==> config.mk <==
export PLATFORM = sky130hd
export DESIGN_NAME = dmem_arbiter
export DESIGN_NICKNAME = d
export VERILOG_FILES = /design/src/rtl/dmem_arb_pkg.sv /design/src/rtl/rr_arb2.sv /design/src/rtl/dmem_arbiter.sv
export SDC_FILE = /design/constraint.sdc
export NUM_CORES = 1
export LEC_CHECK = 0
export CAP_MARGIN = 15
export CORE_MARGIN = 2
export CORE_UTILIZATION = 40
export DETAILED_ROUTE_END_ITERATION = 8
export PLACE_DENSITY = 0.8
export REMOVE_ABC_BUFFERS = 1
export SYNTH_ARGS = -nofsm -noshare
export SYNTH_HDL_FRONTEND = slang
export SYNTH_SLANG_ARGS = --single-unit
==> constraint.sdc <==
create_clock -name clk -period 2.3 [get_ports clk]
set_clock_uncertainty 0.05 [all_clocks]
set_input_delay 0.46 -clock clk [delete_from_list [all_inputs] [get_ports clk]]
set_output_delay 0.46 -clock clk [all_outputs]
set_load 0.005 [all_outputs]
==> src/rtl/dmem_arb_pkg.sv <==
// Shared types and constants for the data-memory arbiter: FSM states, IO port map, RAM window defaults.
// Latency and backpressure are not applicable; the package holds no logic.
package dmem_arb_pkg;

  typedef enum logic [1:0] {
    IDLE  = 2'd0,
    ISSUE = 2'd1,
    RESP  = 2'd2
  } state_e;

  localparam logic [31:0] PORTA_ADDR      = 32'h0000_7F00;
  localparam logic [31:0] PORTB_ADDR      = 32'h0000_7F10;
  localparam logic [31:0] PORTC_ADDR      = 32'h0000_7F20;
  localparam logic [31:0] PORTD_ADDR      = 32'h0000_7FFC;
  localparam logic [31:0] RAM_BASE_DEF    = 32'h0000_1000;
  localparam logic [31:0] RAM_BYTES_DEF   = 32'h0000_0040;
  localparam logic [31:0] DECERR_DATA_DEF = 32'hDEAD_BEEF;

  function automatic logic addr_legal(input logic [31:0] a,
                                      input logic [31:0] base,
                                      input logic [31:0] bytes);
    return ((a >= base) && (a < base + bytes)) ||
           (a == PORTA_ADDR) || (a == PORTB_ADDR) ||
           (a == PORTC_ADDR) || (a == PORTD_ADDR);
  endfunction

endpackage

==> src/rtl/rr_arb2.sv <==
// Two-way round-robin pick: masked requests, tie goes to the master that was not granted last.
// Purely combinational (zero latency); it applies no backpressure of its own.
module rr_arb2 (
  input  logic [1:0] req,
  input  logic [1:0] mask,
  input  logic       last_gnt,
  output logic [1:0] gnt,
  output logic       valid
);

  logic [1:0] elig;

  always_comb begin
    elig = req & ~mask;
    gnt  = elig;
    if (elig == 2'b11) gnt = last_gnt ? 2'b01 : 2'b10;
  end

  assign valid = |elig;

endmodule

==> src/rtl/dmem_arbiter.sv <==
// Round-robin arbiter of two masters onto the dmem/IO port; ack 2 cycles after req, one access per 2 cycles.
// Masters hold req until ack (backpressure); decode-error checking is built when DMEM_ARB_DECERR_EN is defined.
module dmem_arbiter
  import dmem_arb_pkg::*;
#(
  parameter logic [31:0] RAM_BASE    = RAM_BASE_DEF,
  parameter logic [31:0] RAM_BYTES   = RAM_BYTES_DEF,
  parameter logic [31:0] DECERR_DATA = DECERR_DATA_DEF
) (
  input  logic        clk,
  input  logic        rst_n,
  input  logic        m0_req,
  input  logic        m0_we,
  input  logic [31:0] m0_a,
  input  logic [31:0] m0_wd,
  output logic        m0_ack,
  output logic [31:0] m0_rd,
  input  logic        m1_req,
  input  logic        m1_we,
  input  logic [31:0] m1_a,
  input  logic [31:0] m1_wd,
  output logic        m1_ack,
  output logic [31:0] m1_rd,
  output logic        mem_we,
  output logic [31:0] mem_a,
  output logic [31:0] mem_wd,
  input  logic [31:0] mem_rd,
  output logic        busy,
  output logic        err
);

`ifdef DMEM_ARB_DECERR_EN
  localparam bit DECODE_EN = 1'b1;
`else
  localparam bit DECODE_EN = 1'b0;
`endif

  state_e      state;
  logic        last_gnt;
  logic        stg_id, stg_we, stg_ok;
  logic [31:0] stg_a, stg_wd;
  logic [1:0]  req, mask, gnt;
  logic        gnt_vld;
  logic        win_we, win_ok;
  logic [31:0] win_a, win_wd, rdata;

  // The master being acked still holds req during RESP, so it sits out this round.
  assign req  = {m1_req, m0_req};
  assign mask = (state == RESP) ? (stg_id ? 2'b10 : 2'b01) : 2'b00;

  rr_arb2 u_rr (
    .req      (req),
    .mask     (mask),
    .last_gnt (last_gnt),
    .gnt      (gnt),
    .valid    (gnt_vld)
  );

  assign win_we = gnt[0] ? m0_we : m1_we;
  assign win_a  = gnt[0] ? m0_a  : m1_a;
  assign win_wd = gnt[0] ? m0_wd : m1_wd;
  assign win_ok = !DECODE_EN || addr_legal(win_a, RAM_BASE, RAM_BYTES);
  assign rdata  = stg_ok ? mem_rd : DECERR_DATA;

  // Port address/data come straight from the stage registers so they hold while idle.
  assign mem_a  = stg_a;
  assign mem_wd = stg_wd;
  assign busy   = (state != IDLE);

  always_ff @(posedge clk or negedge rst_n) begin
    if (!rst_n) begin
      state    <= IDLE;
      last_gnt <= 1'b1;
      stg_id   <= 1'b0;
      stg_we   <= 1'b0;
      stg_ok   <= 1'b1;
      stg_a    <= '0;
      stg_wd   <= '0;
      mem_we   <= 1'b0;
      m0_ack   <= 1'b0;
      m1_ack   <= 1'b0;
      m0_rd    <= '0;
      m1_rd    <= '0;
      err      <= 1'b0;
    end else begin
      mem_we <= 1'b0;
      m0_ack <= 1'b0;
      m1_ack <= 1'b0;
      err    <= 1'b0;
      case (state)
        IDLE, RESP: begin
          if (gnt_vld) begin
            state    <= ISSUE;
            last_gnt <= gnt[1];
            stg_id   <= gnt[1];
            stg_we   <= win_we;
            stg_ok   <= win_ok;
            stg_a    <= win_a;
            stg_wd   <= win_wd;
            mem_we   <= win_we && win_ok;
          end else begin
            state <= IDLE;
          end
        end
        ISSUE: begin
          // Write commits and read data is captured on this same edge.
          state <= RESP;
          err   <= DECODE_EN && !stg_ok;
          if (stg_id) begin
            m1_ack <= 1'b1;
            m1_rd  <= rdata;
          end else begin
            m0_ack <= 1'b1;
            m0_rd  <= rdata;
          end
        end
        default: state <= IDLE;
      endcase
    end
  end

endmodule

Word level (Yosys, flattened, before mapping)
Index checks and enable logic that the tools add are counted.
{ "totals": {"register_bits": 135, "latchBits": 0, "ram_bits": 0, "mem_bits_ro": 0, "in_bits": 166, "out_inout_bits": 133, "wordCells": 38, "mem_count": 0} }
{ "classes": {"n_addsub": 0, "mul": 0, "div_mod_pow": 0, "n_lt_le_gt_ge": 0, "n_eq_ne": 3, "shift": 0, "muxes": 15, "bitwise": 3, "n_reduce_logical": 7} }
{ "op_table": {"columns": ["op", "count"], "rows": [
  ["$mux 32", 2],
  ["$mux 1", 8],
  ["$mux 2", 4],
  ["$reduce_and 2->1", 3],
  ["$eq 2x2->1 const B", 2],
  ["$pmux 2 s2", 1],
  ["$reduce_or 2->1", 2],
  ["$and 2x2->2", 1],
  ["$eq 2x1->1 const B", 1],
  ["$logic_not 2->1", 1],
  ["$not 2->2", 1],
  ["$reduce_bool 2->1", 1],
  ["$not 1->1", 1]
]} }

Logic depth before layout (Yosys ltp)
{ "depth": {"ltp_word": 9, "depth_mapped": 6, "ltp_nobuf": 4} }

Cells and area by module
A second synthesis with hierarchy kept.
{ "hier_totals": {"cells_unflattened": 367, "hier_area_um2": 5828.1} }
{ "modules_own_cells": {"columns": ["mod", "n_inst", "cells_per_inst", "area_each_um2", "seq_area_each_um2"], "rows": [
  ["dmem_arbiter", 1, 362, 5781.8, 3379.5],
  ["rr_arb2", 1, 5, 46.3, 0.0]
]} }

Least setup slack after synthesis
OpenSTA, ideal clock, no wires.
{ "synth_path": {"kind": "register to register", "startpoint": "register state[0]", "endpoint": "register stg_a[13], in the netlist mem_a[13]", "arrival_time_ns": 1.539, "slack_ns": 0.582, "stages_incl_launch_ff": 7, "n_path_buf": 2, "period_less_slack_ns": 1.718, "cell_sequence": "dfrtp_1 -> or3b_1 -> o311ai_2 -> buf_8 -> buf_12 -> mux2i_1 -> a21oi_2"} }
{ "synth_via": {"elab_chain_cells": 7, "word_cells_on_any_way": 11} }
{ "synth_rtl": {"columns": ["element", "line", "text"], "rows": [
  ["start, declared", "dmem_arbiter.sv:38", "state_e state;"],
  ["start signal, assigned", "dmem_arbiter.sv:72", "state <= IDLE;"],
  ["start signal, assigned", "dmem_arbiter.sv:93", "state <= ISSUE;"],
  ["start signal, assigned", "dmem_arbiter.sv:102", "state <= IDLE;"],
  ["$eq 2x2->1", "dmem_arbiter.sv:49, dmem_arbiter.sv:90", null],
  ["$mux 2", "dmem_arbiter.sv:49", "assign mask = (state == RESP) ? (stg_id ? 2'b10 : 2'b01) : 2'b00;"],
  ["$not 2->2", "rr_arb2.sv:14", "elig = req & ~mask;"],
  ["$and 2x2->2", "rr_arb2.sv:14", null],
  ["$eq 2x2->1", "rr_arb2.sv:16", "if (elig == 2'b11) gnt = last_gnt ? 2'b01 : 2'b10;"],
  ["$mux 2", "rr_arb2.sv:16", null],
  ["$mux 32", "dmem_arbiter.sv:60", "assign win_a = gnt[0] ? m0_a : m1_a;"],
  ["end signal, assigned", "dmem_arbiter.sv:98", "stg_a <= win_a;"],
  ["end, declared", "dmem_arbiter.sv:41", "logic [31:0] stg_a, stg_wd;"]
]} }
Parallel ways exist; a longest one is shown, timed or not.
A chain may end at the register's enable or synchronous reset.

Final worst setup path
{ "layout_path": {"startpoint": "register state[1]", "endpoint": "output port busy"} }
{ "layout_via": {"elab_chain_cells": 1} }
{ "layout_rtl": {"columns": ["element", "line", "text"], "rows": [
  ["$reduce_bool 2->1", "dmem_arbiter.sv:68", "assign busy = (state != IDLE);"],
  ["end, declared", "dmem_arbiter.sv:28", "output logic busy,"]
]} }
No other way between the ends.

==> flow_metrics.env <==
export IMPL_tritoncts_num_sinks=135
export IMPL_antenna_found_initial=0
export IMPL_critical_path_endpoint_type="output port"
export IMPL_drv_cap=0
export IMPL_crit_arrival_ns=1.65
export IMPL_timing_final_max_slew_violations=0
export IMPL_layout_worst_path_cycle_share_pct=94.0
export IMPL_routed_wirelength_um=16600
export IMPL_crit_type="reg -> out"
export IMPL_critPathRequiredTime_ns=1.79
export IMPL_setup_worst_path_start_class="register"
export IMPL_design_core_area_um2=14400
export IMPL_netlist_top_cell_by_area="dfrtp_1"
export IMPL_clock_latency_of_the_later_clocked_register_in_the_worst_skew_pair_ns=0.41
export IMPL_final_cell_count_no_fill=956
export IMPL_async_reset_ff_share_pct=100
export IMPL_grt_pass1_vias=4809
export IMPL_combinationalPowerShare_pct=45.8
export IMPL_ys_seq_area_share_pct=57.5
export IMPL_rrSetupSlack_ns=0.32
export IMPL_place_inst=923
export IMPL_r2r_end="mem_a[8]$_DFFE_PN0P_"
export IMPL_timing_hold_ws_ns=0.452
export IMPL_floorplan_initialDensity_pct=40.7
export IMPL_dr_first_iter_drc_count=152
export IMPL_post_cts_setup_buffer_count=0
export IMPL_power_internal_mw=9.17
export IMPL_place_detailed_hpwl_um=12700
export IMPL_grt_max_degree=77
export IMPL_total_switching_power_mw=4.04
export IMPL_power_frac_seq_pct=32.6
export IMPL_timing_final_hold_violations=0
export IMPL_rsz0062_at_grt="false"
export IMPL_layout_min_cycle_time_ns=2.16
export IMPL_post_drt_via_cell_ratio=4.82
export IMPL_timing_hold_worst_class="reg -> reg"
export IMPL_chipHeight_um=125
export IMPL_postSynthCellCount=445
export IMPL_post_drt_wl_per_cell_um=17.3
export IMPL_rr_startpoint="state[0]$_DFF_PN0_"
export IMPL_max_freq_mhz=463
export IMPL_cts_htree_levels=4
export IMPL_rr_worst_depth=6
export IMPL_ff_latch_area_um2=3380
export IMPL_post_route_cells_drive_above_1_share_pct=23.1
export IMPL_design_portCount=299
export IMPL_irDropWorstVdd_mv=0.557
export IMPL_cts_resized_gates=0
export IMPL_drtAntennaViolNets=0
export IMPL_cts_inserted_buffers=17
export IMPL_tightestPinTransition_ns=0.527
export IMPL_switching_share_pct=30.6
export IMPL_fin_nets=925
export IMPL_number_of_enable_type_register_cells_in_the_synthesized_netlist=0
export IMPL_fp_dieArea_um2=15700
export IMPL_post_cts_hold_buffer_count=1
export IMPL_utilization_pct=67.8
export IMPL_main_area_contributors_after_synthesis="dfrtp_1 (57%), mux2_2 (12%), mux2i_1 (11%), a21oi_2 (7.5%), nor2_1 (4.4%)"
export IMPL_synth_area_um2=5880
export IMPL_min_path_cells=1
export IMPL_worst_hold_path_endpoint="m1_rd[13]$_DFFE_PN0P_"
export IMPL_cts_root_buffer="clkbuf_16"
export IMPL_synthDominantCellAreaShare_pct=57.1
export IMPL_clockBufferDepth=2
export IMPL_clkTransAtPathRegs_ns=0.06
export IMPL_synth_lib_cells_used_distinct=23
export IMPL_yosysMostFrequentCell="dfrtp_1"
export IMPL_slew_headroom_pct=64.8
export IMPL_globalplace_congestion=0.805
export IMPL_diodes=0
export IMPL_holdCritStartpoint="m1_rd[13]$_DFFE_PN0P_"
export IMPL_p_clk_share_pct=21.6
export IMPL_flow_area_growth_from_synthesis_pct=66.5
export IMPL_synth_seq_cells=135
export IMPL_post_synth_cell_area_avg_um2=13.2
export IMPL_yosys_most_used_dff="dfrtp_1"
export IMPL_route_vias_total=4610
export IMPL_fillerInstances=1022
export IMPL_multi_input_comb_area_um2=2280
export IMPL_global_route_overflow_total=0
export IMPL_detail_route_drc_violations=0
export IMPL_largest_fanout_on_the_critical_path=7
export IMPL_placementRows=44
export IMPL_port_buffers=297
export IMPL_leakage_nw=4.18
export IMPL_pwr_density_cell_nw_per_um2=1350
export IMPL_run_status="completed"
export IMPL_grt_usage_pct=21.4
export IMPL_post_layout_total_power_mw=13.2
export IMPL_floorplan_die_width_um=125
export IMPL_dr_pass1_iterations=4
export IMPL_grt_first_pass_wirelength_um=25900
export IMPL_finalSetupViolCount=0
export IMPL_tritoncts="built"
export IMPL_yosys_warnings=0
export IMPL_synthTopCellsByCount="dfrtp_1 (134), nor2_1 (69), mux2i_1 (66)"
==> cells in the final DEF (no fill, tap or decap), types with 2 or more instances in the layout <==
master           netlist  layout
clkinv_4               0       2
clkdlybuf4s50_1        0     296
inv_1                  2       2
a21oi_1               15      15
clkbuf_16              0      17
nor2_1                69      69
mux2i_1               66      66
buf_12                 5       6
clkinvlp_4             0       2
clkinv_2               0       2
clkbuf_8               0       5
a21oi_2               50      50
nand2b_1               2       2
bufinv_16              0       3
nor2b_1                4       3
buf_4                  2      20
mux2_2                64      64
dfrtp_1              134     134
nand2_1                2       2
==> stage by stage <==
stage	setup slack (ns)	TNS (ns)	cell area (um2)
global placement	-0.0309	-0.0309	9140
CTS	0.109	0	9790
floorplan	-3.99	-266.80	5650
global route	0.0817	0	9790
finish	0.139	0	9790
detailed placement	-0.0635	-0.178	9140
==> power groups by stage <==
stage / clock [mW] / combinational (mW) / sequential [mW]
2_1_floorplan: 0 / 2.29 / 4.29
3_5_place_dp: 0 / 6.10 / 4.33
6_report: 2.85 / 6.05 / 4.30
4_1_cts: 2.91 / 6.13 / 4.31
3_3_place_gp: 0 / 5.96 / 4.25
5_1_grt: 3.02 / 6.47 / 4.46
==> kinds of logic (layout without fill, tap and decap cells) <==
family,Yosys count,after routing,synth area share [%]
compound gates,69,69,9.43
buf+inv,31,358,4.07
flops,135,135,57.5
mux,130,130,23.5
other cells,1,1,0.0638
simple gates,79,79,5.43
==> metal layers <==
layer,global-route usage (%),vias to the layer above,routed length [um]
met5,0,-,0
li1,-,2155,-
met2,37.0,217,8380
met3,5.86,26,1150
met4,9.15,0,411
met1,25.2,2212,6640
==> critical path, stage by stage (launching register included) <==
cell             delay [ns]
dfrtp_1                0.46
or2_2                  0.32
clkdlybuf4s50_1        0.47
==> state kept, by name (all words and copies together) (netlist names) <==
register / flops
mem_wd: 32
m0_ack: 1
mem_we: 1
m1_rd: 32
last_gnt: 1
m0_rd: 32
m1_ack: 1
mem_a: 32
state: 2
stg_id: 1
==> cell type report <==
cell class	instances	area share (%)
sequential	135	34.5
multi-input combinational	279	23.3
tap	184	2.35
timing repair buffer	324	33.3
clock buffer	22	5.05
clock inverter	10	1.44
inverter	2	0.0767
==> worst max path at each step <==
stage                        from                    end  slack, ns  cells past startpoint
6_report       state[1]$_DFF_PN0_                   busy       0.14                      2
5_1_grt        state[1]$_DFF_PN0_                   busy       0.08                      2
4_1_cts        state[1]$_DFF_PN0_                   busy       0.11                      2
3_5_place_dp               m1_req   mem_a[8]$_DFFE_PN0P_      -0.06                      7
3_3_place_gp               m1_req  mem_a[20]$_DFFE_PN0P_      -0.03                      7
2_1_floorplan  stg_id$_DFFE_PN0P_     state[0]$_DFF_PN0_      -3.99                      2
Power figures use the tool's default switching activity.
==> edit 1, RTL diff (same settings) <==
Reset style: synchronous (`rst_n`), changed in one clocked block.
--- a/src/rtl/dmem_arbiter.sv
+++ b/src/rtl/dmem_arbiter.sv
@@ -69,3 +69,3 @@
 
-  always_ff @(posedge clk or negedge rst_n) begin
+  always_ff @(posedge clk) begin
     if (!rst_n) begin
Function: differs if rst_n is asserted again (counterexample within 4 cycles, from zero or initial values and one cycle with rst_n low); with rst_n held inactive, the same outputs for 4 cycles.
==> edit 1 against the unedited design <==
Area after synthesis shrank 8.9%. Cell count increased by 5.5%. Core utilization up 1.4 points. Cell area down 7.0%. Worst setup slack improved by 0.080 ns. Wire length rose by 8.8%. Critical path depth is the same. Sequential share of layout area is 4.8 points lower. Sequential cell count did not move. Via count increased by 8.4%. Critical path type unchanged. Largest cell class is now buffers.
Power is not compared: it rests on default switching activity, and its combinational part moved more than twofold at a synthesized area within 25%.
==> edit 1: results (changes against the unedited design) <==
Cell Area, Placed -> 0.00850 mm² (was 0.00914 mm²)
Filler instances -> 952 (was 1022)
Post-synth ARST share -> 0% (was 100%)
Via count -> 4995 (was 4610)
Non-clk bufs -> 313 (was 324)
Post-Syn Area per Cell -> 10.1 µm² (was 13.2 µm²)
Clock-cell share of area -> 6.59% (was 6.50%)
Min Hold Slack -> 0.336 ns (was 0.452 ns)
CP Max Fanout -> 8 (was 7)
Largest net degree at the start of global routing -> 66 (was 77)
CP arrival -> 1.57 ns (was 1.65 ns)
Placed cells -> 977 (was 923)
Worst R2R Start -> state[1] (was state[0])
Largest cells by area after synthesis -> dfxtp_1 (50%), mux2i_1 (12%), o2bb2ai_1 (10%), a21boi_0 (9.1%), nand2_1 (9.0%) (was dfrtp_1 (57%), mux2_2 (12%), mux2i_1 (11%), a21oi_2 (7.5%), nor2_1 (4.4%))
First-pass GRT wire length -> 28.1 mm (was 25.9 mm)
Initial DRC count -> 169 (was 152)
Final Wtd Congestion -> 0.898 (was 0.805)
Hold/Removal Path Class -> in2reg (was reg2reg)
HPWL after detailed placement -> 13.3 mm (was 12.7 mm)
Seq area share -> 29.7% (was 34.5%)
Vias in the first global route -> 5120 (was 4809)
Comb_multi_in -> 351 (was 279)
Signal buffers share of area -> 34.9% (was 33.3%)
All-Layer GR Usage -> 25.4% (was 21.4%)
Hold path endpoint -> stg_id (was m1_rd[13])
Run status -> finished, final reports clean (unchanged)
Worst hold path depth -> 2 (was 1)
Final period util -> 90.5% (was 94.0%)
Worst slack at placement -> 0.0202 ns (was -0.0635 ns)
[edit 1: kinds of logic after synthesis]
logic type             Yosys count  share of synthesized area [%]
DFF                            135                           50.5
muxes                           66                           12.3
and+or+nand+nor                145                           10.9
other                            1                         0.0701
AOI/OAI and AO/OA              139                           20.9
buffers and inverters           46                           5.26
[edit 1: power groups by stage]
stage          sequential (mW)  clock (mW)  combinational (mW)
2_1_floorplan             2.66           0               0.384
3_3_place_gp              2.64           0                1.16
3_5_place_dp              2.65           0                1.19
4_1_cts                   2.60        2.79                1.20
5_1_grt                   2.62        2.89                1.27
6_report                  2.60        2.73                1.19
[edit 1: routing by layer]
metal / global-route usage, % / share of wire [%] / vias up
met5: 0 / 0.072 / -
met4: 10.8 / 3.0 / 2
met3: 10.2 / 9.5 / 35
met2: 42.0 / 48 / 215
met1: 29.1 / 40 / 2299
li1: - / - / 2444
[edit 1: worst max-delay path, cell delays in order (launching register included)]
cell             delay, ns
dfxtp_1               0.37
or2_2                 0.33
clkdlybuf4s50_1       0.46
==> edit 2, RTL diff (same settings) <==
Made on the original files. The option `DMEM_ARB_DECERR_EN` is turned on by a define.
--- a/src/rtl/dmem_arbiter.sv
+++ b/src/rtl/dmem_arbiter.sv
@@ -2,2 +2,4 @@
 // Masters hold req until ack (backpressure); decode-error checking is built when DMEM_ARB_DECERR_EN is defined.
+`define DMEM_ARB_DECERR_EN
+
 module dmem_arbiter
Function: changed (a bounded check fails within 4 cycles, from zero or initial values and one cycle with rst_n low).
==> edit 2 against the unedited design <==
Via count grew 19%. Worst setup slack lost 0.024 ns. Cell area grew 2.0%. Sequential cell count grew 2. Power shrank 7.2%. Clock power grew 1%. Global-route usage grew 1.7 points. Area after synthesis grew 0.72%. Wire length grew 8.6%. Highest routed layer unchanged.
==> edit 2: results (changes against the unedited design) <==
Leak -> 4.39 nW (was 4.18 nW)
Worst slack at placement -> -0.0736 ns (was -0.0635 ns)
WL/cell -> 16.4 µm (was 17.3 µm)
Hold path endpoint -> m1_rd[18] (was m1_rd[13])
Worst r2r dst -> mem_wd[5] (was mem_a[8])
Post-Syn Area per Cell -> 10.0 µm² (was 13.2 µm²)
Clock power share -> 23.6% (was 21.6%)
Worst hold path depth -> 2 (was 1)
Largest net degree at the start of global routing -> 66 (was 77)
Fin util -> 68.9% (was 67.8%)
Final Wtd Congestion -> 0.889 (was 0.805)
Ratio of cells with drive above 1 in the final layout -> 7.87% (was 23.1%)
Hold Crit Start -> m1_rd[18] (was m1_rd[13])
Filler instances -> 1137 (was 1022)
Placed cells -> 1066 (was 923)
All-Layer GR Usage -> 23.2% (was 21.4%)
Synth unique cells -> 32 (was 23)
Worst R2R Start -> state[1] (was state[0])
First-pass GRT wire length -> 28.9 mm (was 25.9 mm)
Tmin final -> 2.18 ns (was 2.16 ns)
H-Tree Depth -> 4 (unchanged)
Cell Area, Placed -> 0.00934 mm² (was 0.00914 mm²)
R2R setup slack -> 0.29 ns (was 0.32 ns)
Sequential area share after synthesis -> 58.0% (was 57.5%)
Via count -> 5484 (was 4610)
Vias in the first global route -> 5655 (was 4809)
Worst Tran Pin Value -> 0.521 ns (was 0.527 ns)
Synth cell count leaders -> dfrtp_1 (135), nor2_1 (96), nand2_1 (76) (was dfrtp_1 (134), nor2_1 (69), mux2i_1 (66))
Min Hold Slack -> 0.424 ns (was 0.452 ns)
Worst setup startpoint -> state[0] (was state[1])
Port bufs -> 298 (was 297)
Worst R2R Path Depth -> 5 (was 6)
Run status -> finished, final reports clean (unchanged)
Yosys top cell area share -> 57.1% (about the same)
Register share of total power -> 33.2% (was 32.6%)
Sw frac -> 31.2% (was 30.6%)
CP arrival -> 1.67 ns (was 1.65 ns)
Initial DRC count -> 318 (was 152)
Grt total ovfl -> 0 (unchanged)
CP Max Fanout -> 6 (was 7)
Largest cells by area after synthesis -> dfrtp_1 (57%), mux2i_1 (12%), nor2_1 (6.1%), a21oi_1 (5.5%), o21ai_0 (5.5%) (was dfrtp_1 (57%), mux2_2 (12%), mux2i_1 (11%), a21oi_2 (7.5%), nor2_1 (4.4%))
==> edit 2: metal layers <==
metal  vias up  wire [µm]  GRT usage (%)
li1       2666          -              -
met1      2554       7070           26.9
met2       232       8940           39.8
met3        32       1550           8.33
met4         0        450           7.97
met5         -          0              0
==> edit 2: kinds of logic after synthesis <==
family	after synthesis	synth area share (%)
buf+inv	43	3.51
flops	137	58.0
compound gates	136	12.0
mux	69	11.7
simple gates	206	14.9
==> edit 2: worst reg2reg max path, cell delays in order, from the launching register on <==
cell      delay (ns)
dfrtp_1         0.48
or3b_2          0.51
o311ai_4        0.14
buf_4           0.34
mux2i_1         0.28
a21oi_1         0.10
==> edit 2: final cells by class <==
type / instances / share of cell area [%]
sequential: 137 / 34.4
timing repair buffer: 330 / 33.7
multi-input combinational: 411 / 23.1
clock buffer: 20 / 4.58
tap: 184 / 2.31
clock inverter: 12 / 1.73
inverter: 5 / 0.188
